$ cat src/rtl/seq_alu.sv
// Execute-stage ALU: base ops and M-extension special cases finish in one cycle,
// while multiply/divide iterate one bit per cycle behind a valid/ready handshake.
module seq_alu #(
  parameter int unsigned XLEN = 32
) (
  input  logic            clock,
  input  logic            reset,
  input  logic            kill,
  input  logic            in_valid,
  output logic            in_ready,
  input  logic            a_sel,
  input  logic            b_sel,
  input  logic [3:0]      alu_sel,
  input  logic            m_en,
  input  logic [2:0]      m_op,
  input  logic [XLEN-1:0] pc,
  input  logic [XLEN-1:0] rs1,
  input  logic [XLEN-1:0] rs2,
  input  logic [XLEN-1:0] imm,
  output logic            out_valid,
  output logic [XLEN-1:0] out_res,
  output logic            busy
);
  localparam int unsigned SHW = $clog2(XLEN);

  localparam logic [1:0] StIdle = 2'd0;
  localparam logic [1:0] StMul  = 2'd1;
  localparam logic [1:0] StDiv  = 2'd2;
  localparam logic [1:0] StDone = 2'd3;

  localparam logic [XLEN-1:0] MinNeg = {1'b1, {(XLEN-1){1'b0}}};

  logic [1:0]        state_q, state_d;
  logic [SHW-1:0]    cnt_q, cnt_d;
  logic [2*XLEN-1:0] acc_q, acc_d;
  logic [XLEN-1:0]   opnd_q, opnd_d;
  logic [2:0]        op_q, op_d;
  logic              neg_q, neg_d, negr_q, negr_d;
  logic [XLEN-1:0]   fin_q, fin_d, res_q, res_d;
  logic              valid_q, valid_d;

  logic [XLEN-1:0]   op_a, op_b, sum_ab, base_res;
  logic [SHW-1:0]    shamt;
  logic              div_zero, div_ovf, sgn_a, sgn_b, neg_a, neg_b;
  logic [XLEN-1:0]   mag_a, mag_b, m_fast_res;
  logic [XLEN:0]     mul_sum, div_trial;
  logic [2*XLEN-1:0] acc_step, prod;
  logic [XLEN-1:0]   quo, rem, iter_res;
  logic              show;

  assign in_ready  = (state_q == StIdle);
  assign busy      = (state_q != StIdle);
  // Result is presented from fin_q and committed to res_q only if not killed.
  assign show      = !kill && (valid_q || (state_q == StDone));
  assign out_valid = show;
  assign out_res   = show ? fin_q : res_q;

  always_comb begin
    op_a     = a_sel ? pc : rs1;
    op_b     = b_sel ? imm : rs2;
    sum_ab   = op_a + op_b;
    shamt    = op_b[SHW-1:0];
    base_res = '0;
    case (alu_sel)
      4'b1000: base_res = sum_ab;
      4'b0100: base_res = op_a - op_b;
      4'b1110: base_res = op_a << shamt;
      4'b0111: base_res = op_a >> shamt;
      4'b1011: base_res = $signed(op_a) >>> shamt;
      4'b1100: base_res = {{(XLEN-1){1'b0}}, $signed(op_a) < $signed(op_b)};
      4'b0110: base_res = {{(XLEN-1){1'b0}}, op_a < op_b};
      4'b1111: base_res = op_a & op_b;
      4'b0000: base_res = op_a | op_b;
      4'b1010: base_res = op_a ^ op_b;
      4'b0001: base_res = op_b;
      4'b0010: base_res = {sum_ab[XLEN-1:1], 1'b0};
      4'b0011: base_res = sum_ab;
      default: base_res = '0;
    endcase
  end

  always_comb begin
    div_zero   = m_op[2] && (rs2 == '0);
    div_ovf    = m_op[2] && !m_op[0] && (rs1 == MinNeg) && (rs2 == '1);
    m_fast_res = div_zero ? (m_op[1] ? rs1 : '1) : (m_op[1] ? '0 : rs1);
    // MULH and MULHSU take rs1 as signed; only MULH takes rs2 as signed.
    sgn_a      = m_op[2] ? !m_op[0] : (m_op[1] ^ m_op[0]);
    sgn_b      = m_op[2] ? !m_op[0] : (m_op[1:0] == 2'b01);
    neg_a      = sgn_a && rs1[XLEN-1];
    neg_b      = sgn_b && rs2[XLEN-1];
    mag_a      = neg_a ? -rs1 : rs1;
    mag_b      = neg_b ? -rs2 : rs2;
  end

  always_comb begin
    mul_sum   = {1'b0, acc_q[2*XLEN-1:XLEN]} + (acc_q[0] ? {1'b0, opnd_q} : '0);
    div_trial = acc_q[2*XLEN-1:XLEN-1] - {1'b0, opnd_q};
    if (state_q == StMul) begin
      acc_step = {mul_sum, acc_q[XLEN-1:1]};
    end else if (div_trial[XLEN]) begin
      acc_step = {acc_q[2*XLEN-2:0], 1'b0};
    end else begin
      acc_step = {div_trial[XLEN-1:0], acc_q[XLEN-2:0], 1'b1};
    end
    prod = neg_q ? -acc_step : acc_step;
    quo  = neg_q ? -acc_step[XLEN-1:0] : acc_step[XLEN-1:0];
    rem  = negr_q ? -acc_step[2*XLEN-1:XLEN] : acc_step[2*XLEN-1:XLEN];
    if (op_q[2]) begin
      iter_res = op_q[1] ? rem : quo;
    end else begin
      iter_res = (op_q[1:0] == 2'b00) ? prod[XLEN-1:0] : prod[2*XLEN-1:XLEN];
    end
  end

  always_comb begin
    state_d = state_q;
    cnt_d   = cnt_q;
    acc_d   = acc_q;
    opnd_d  = opnd_q;
    op_d    = op_q;
    neg_d   = neg_q;
    negr_d  = negr_q;
    fin_d   = fin_q;
    valid_d = 1'b0;
    res_d   = show ? fin_q : res_q;
    if (kill) begin
      state_d = StIdle;
    end else begin
      unique case (state_q)
        StIdle: begin
          if (in_valid) begin
            if (!m_en) begin
              fin_d   = base_res;
              valid_d = 1'b1;
            end else if (div_zero || div_ovf) begin
              fin_d   = m_fast_res;
              valid_d = 1'b1;
            end else begin
              state_d = m_op[2] ? StDiv : StMul;
              cnt_d   = SHW'(XLEN - 1);
              acc_d   = {{XLEN{1'b0}}, mag_a};
              opnd_d  = mag_b;
              op_d    = m_op;
              neg_d   = neg_a ^ neg_b;
              negr_d  = neg_a;
            end
          end
        end
        StMul, StDiv: begin
          acc_d = acc_step;
          if (cnt_q == '0) begin
            state_d = StDone;
            fin_d   = iter_res;
          end else begin
            cnt_d = cnt_q - 1'b1;
          end
        end
        StDone:  state_d = StIdle;
        default: state_d = StIdle;
      endcase
    end
  end

  always_ff @(posedge clock) begin
    if (reset) begin
      state_q <= StIdle;
      cnt_q   <= '0;
      acc_q   <= '0;
      opnd_q  <= '0;
      op_q    <= '0;
      neg_q   <= 1'b0;
      negr_q  <= 1'b0;
      fin_q   <= '0;
      res_q   <= '0;
      valid_q <= 1'b0;
    end else begin
      state_q <= state_d;
      cnt_q   <= cnt_d;
      acc_q   <= acc_d;
      opnd_q  <= opnd_d;
      op_q    <= op_d;
      neg_q   <= neg_d;
      negr_q  <= negr_d;
      fin_q   <= fin_d;
      res_q   <= res_d;
      valid_q <= valid_d;
    end
  end

endmodule

$ cat config.mk
export PLATFORM = sky130hd
export DESIGN_NAME = seq_alu
export DESIGN_NICKNAME = d
export VERILOG_FILES = /design/src/rtl/seq_alu.sv
export SDC_FILE = /design/constraint.sdc
export NUM_CORES = 2
export LEC_CHECK = 0
export ABC_AREA = 1
export BUFFER_PORTS_ARGS = -buffer_cell sky130_fd_sc_hd__buf_2
export CAP_MARGIN = 20
export CELL_PAD_IN_SITES_DETAIL_PLACEMENT = 2
export CELL_PAD_IN_SITES_GLOBAL_PLACEMENT = 2
export CORE_ASPECT_RATIO = 1.1
export CORE_MARGIN = 4
export CORE_UTILIZATION = 35
export DETAILED_ROUTE_END_ITERATION = 8
export PLACE_DENSITY = 0.95
export SKIP_CTS_REPAIR_TIMING = 1
export SYNTH_ARGS = -nofsm -noshare
export SYNTH_HDL_FRONTEND = slang
export SYNTH_SLANG_ARGS = --single-unit
$ cat constraint.sdc
create_clock -name clock -period 13.6 [get_ports clock]
set_input_delay 2.72 -clock clock [delete_from_list [all_inputs] [get_ports clock]]
set_output_delay 2.72 -clock clock [all_outputs]
set_load 0.005 [all_outputs]
==> impl.org <==
** Drt
- After detailed routing, the average wire length per cell comes to around 32 um.
- Post-detailed-route count of antenna-violating nets :: 0
- For this block, the via count after detailed routing is between 40,000 and 50,000.
- For this run, the detailed router's first-pass iteration total came to 8.
- After detailed routing, the number of remaining DRC violations is 0.
- Detail-routed via count per cell :: roughly 6.4
- Wires add up to around 200,000 um.
- After the first detailed-routing iteration, the DRC count stood at 4,024.

** GRT
- The via count of the first global-routing pass is roughly 44,000.
- Remaining global-route overflow :: 0
- The first global-routing pass estimated approximately 290,000 um of wire.
- Global routing used about 45% of the available tracks.
- Initial antenna violation count :: 35
- Largest net degree at the start of global routing :: 73

** STA
- The final critical path takes up 57.2% of the cycle.
- On the final layout, the worst hold slack is approximately 0.49 ns.
- Final critical-path required period :: between 7 and 8 ns
- In the final timing run, aggregate negative setup slack is 0 ns.
- The final number of hold-violating endpoints is 0.
- Clock tree skew after final layout :: about 0.022 ns
- For the pin with the worst max-slew slack, the measured transition is ~1.2 ns.
- Setup-violating endpoint count in the final report :: 0
- Worst relative slew slack :: between 20% and 30%
- The number of pins exceeding their max-slew limit in the final report came to 0.
- Setup repair after global routing missed its margin :: false
- Worst setup margin :: between 5 and 6 ns
- For this run, the top clock speed supported by timing is 128 MHz.

** Yosys
- Netlist Area Pre-Place :: ~28,000 um^2
- A synthesized cell averages roughly 5.4 um^2.
- Measured against the total synthesized area, the mux share comes to less than 1%.
- Post-synthesis share of cell area spent on xor and xnor gates :: under 10%
- Distinct cells, synth :: between 60 and 70
- The share of the Yosys chip area taken by registers is 12.2%.
- Synthesized-area fraction occupied by ao, oa, aoi and oai cells :: about 25%
- Simple-gate share of the synthesized area :: a little under two fifths
- Synthesized-area fraction occupied by adder cells :: 7.95%
- Synthesis-stage register bit count :: about 170
- Post-synth top flop :: dfxtp_1
- Counting every instance in the synthesized netlist gives 5,266.
- Async S/R FF share, synth :: 0%
- The synthesized design contains 0 enable-type register cells.
- Mapped Nets :: between 5,000 and 6,000
- The Yosys step of the flow raised 0 warnings.
- By area, the combinational part of the netlist is dominated by simple AND/OR/NAND/NOR gates.

** Clock tree
- Root Buffer Master :: clkbuf_16
- TritonCTS built the clock tree.
- Maximum level of the CTS H-tree :: 4
- After clock tree synthesis, the clock-pin slew on the worst setup and hold paths is 0.09 ns.
- Number of sinks driven by the clock tree :: 173
- Insertion delay of the later-clocked pin in the worst-skew pair :: 0.51 ns
- TritonCTS created 17 clock buffers.
- The clock passes through at most 2 buffers.

** Floorplanning
- Core area :: 80,600 um^2
- Rows :: about 110
- Once the floorplan was initialized, standard cells occupied between 30% and 40% of the core.
- I/O pin total :: 177
- DIE WIDTH :: 280 um
- The die covers between 80,000 and 90,000 um^2.
- The floorplan step set the die height to around 310 um.

** Cells and area
- Compared with the post-synthesis result, the final layout area differs by 8.49%.
- Summing all non-filler instances in the final layout gives an area of between 30,000 and 40,000 um^2.
- The post-route netlist has about 8.6% of its cells at a drive strength greater than 1.
- Fin util :: a little under two fifths
- Final layout net count :: between 5,000 and 6,000
- The count of cells in the finished layout, fillers not included, comes to between 6,000 and 7,000.

** Critical path
- By startpoint and endpoint, the worst setup path is classified as primary input to flip-flop.
- Grouping stages by cell kind, the critical path spends the most delay in simple AND/OR/NAND/NOR gates.
- Required time at the endpoint of the critical path :: around 14 ns
- Critical Path Sink Type :: flip-flop
- Max Fanout on Critical Path :: just over 70
- In this design, the critical path's most frequently occurring cell is nand2_1.
- In this design, the stage delay of the slowest critical-path cell is roughly 0.64 ns.
- Worst EP arrival :: 8.14 ns
- Crit-path slowest cell :: buf_4
- STA classifies the critical path startpoint as a primary input.
- Counting both buffers and inverters, the worst setup path holds a total of 3.

** Hold path
- The tightest min-delay check is of the flip-flop to flip-flop type.

** Run status
- The flow ran to the end, and the final reports show no timing, DRC or antenna violations.

** Place
- Area after DPL :: ~30,000 um^2
- In this run, placement finished with an instance count of 6,316.
- Weighted congestion at the end of routability-driven global placement :: 1.02
- In this run the tool buffered the top-level ports with about 180 buffer cells.
- Detailed placement finished with a half-perimeter wire length of about 160,000 um.
- Before CTS, the worst setup slack after placement is roughly 5.6 ns.

** Pwr
- Post-layout total power :: ~2.7 mW
- Max rail drop VDD :: ~0.12 mV
- In this run the power density over the cells is roughly 86 nW/um^2.
- Summed over all cells, the static leakage comes to 15.6 nW.

** Flow run
- The tool flagged a number of max-cap violations equal to 0.
[kinds of logic (layout without fill, tap and decap cells)]
| kind of cell | after synthesis | count (layout) |
|---|---|---|
| other | 0 | 16 |
| DFF | 173 | 173 |
| and+or+nand+nor | 2553 | 2553 |
| AOI/OAI and AO/OA | 1267 | 1267 |
| xor gates and xnor gates | 105 | 105 |
| muxes | 4 | 4 |
| adders and majority gates | 179 | 179 |
| buffers and inverters | 985 | 1016 |
[metal layers]
metal / global-route usage, % / share of wire [%] / vias to the layer above
met5: 0.613 / 0.042 / -
met4: 43.8 / 12 / 14
met2: 71.7 / 44 / 2598
li1: - / - / 17200
met1: 48.7 / 36 / 19800
met3: 10.2 / 8.6 / 1116
[cells in the final DEF (no fill, tap or decap), types with 21 or more instances in the layout]
cell type,Yosys,routed
o21ai_0,536,533
buf_4,2,62
o22ai_1,37,37
o21bai_1,21,21
nor4_1,24,24
nand3_1,357,357
nor3_1,62,61
or2_2,68,68
xor2_1,87,87
dfxtp_1,173,172
nor2_2,26,27
nand2_1,1434,1433
a31oi_1,40,40
inv_1,726,724
o211ai_1,52,52
nor2_1,448,446
a211oi_1,22,22
ha_1,173,171
nand2_2,34,35
o21a_1,32,32
buf_2,28,176
a21oi_1,407,407
nand4_1,49,49
[state kept, by name, indices dropped and copies added (netlist names)]
| register | cells |
|---|---|
| acc_q | 64 |
| cnt_q | 5 |
| fin_q | 32 |
| neg_q | 1 |
| negr_q | 1 |
| op_q | 3 |
| opnd_q | 32 |
| res_q | 32 |
| state_q | 2 |
| valid_q | 1 |
[cell usage after synthesis (9+ instances only)]
library cell  instances  area share (%)
nor3_1               62             1.1
nand4_1              49             1.1
a31oi_1              40            0.88
nand2_4               9            0.36
nor4_1               24            0.53
o211ai_1             52             1.4
o21bai_1             21            0.55
clkbuf_1            188             2.5
clkinv_1             10            0.13
ha_1                173             7.6
nand3b_1             13            0.34
nor2_1              448             5.9
o21ai_0             536             9.4
buf_2                28            0.49
a21oi_1             407             7.2
nor2_2               26            0.57
a221oi_1             14            0.43
o22ai_1              37            0.81
xor2_1               87             2.7
o21a_1               32            0.84
or2_2                68             1.5
xnor2_1              18            0.55
nand3_1             357             6.3
buf_1                17            0.22
dfxtp_1             173              12
inv_1               726             9.6
a211oi_1             22            0.58
nand2_2              34            0.75
o2111ai_1            20            0.61
o21ai_1              22            0.39
nand2_1            1434              19
a21o_1               12            0.32
[layout make-up]
type	instances	area [um^2]
multi-input combinational	4108	21300
inverter	742	2790
timing repair buffer	242	1380
fill	10500	49700
antenna	16	40.0
clock inverter	14	176
tap	1054	1320
clock buffer	18	439
sequential	173	3460
[worst reg2reg max path: cells and delay by family (launching register included)]
kind	cells	cell delay, ns
AND/OR/NAND/NOR	21	3.80
adder cells (fa/ha/maj)	3	1.08
AO/OA/AOI/OAI	4	0.98
buffers and inverters	3	0.41
flip-flops	1	0.66
XOR/XNOR	1	0.21
[final timing paths]
kind | start | to | slack (ns) | depth (start not counted)
max | b_sel | fin_q[0] | 5.81 | 26
max reg2reg | opnd_q[0] | fin_q[20] | 6.40 | 32
min reg2reg | acc_q[10] | acc_q[10] | 0.49 | 2
min | acc_q[10] | acc_q[10] | 0.49 | 2
[where the power goes]
group	total, mW	switching, mW	internal (mW)	leakage, nW
clock	0.575	0.306	0.269	0.293
combinational	1.53	1.16	0.370	13.9
sequential	0.565	0.0358	0.529	1.41
total	2.67	1.50	1.17	15.6
(Power assumes the default switching activity.)
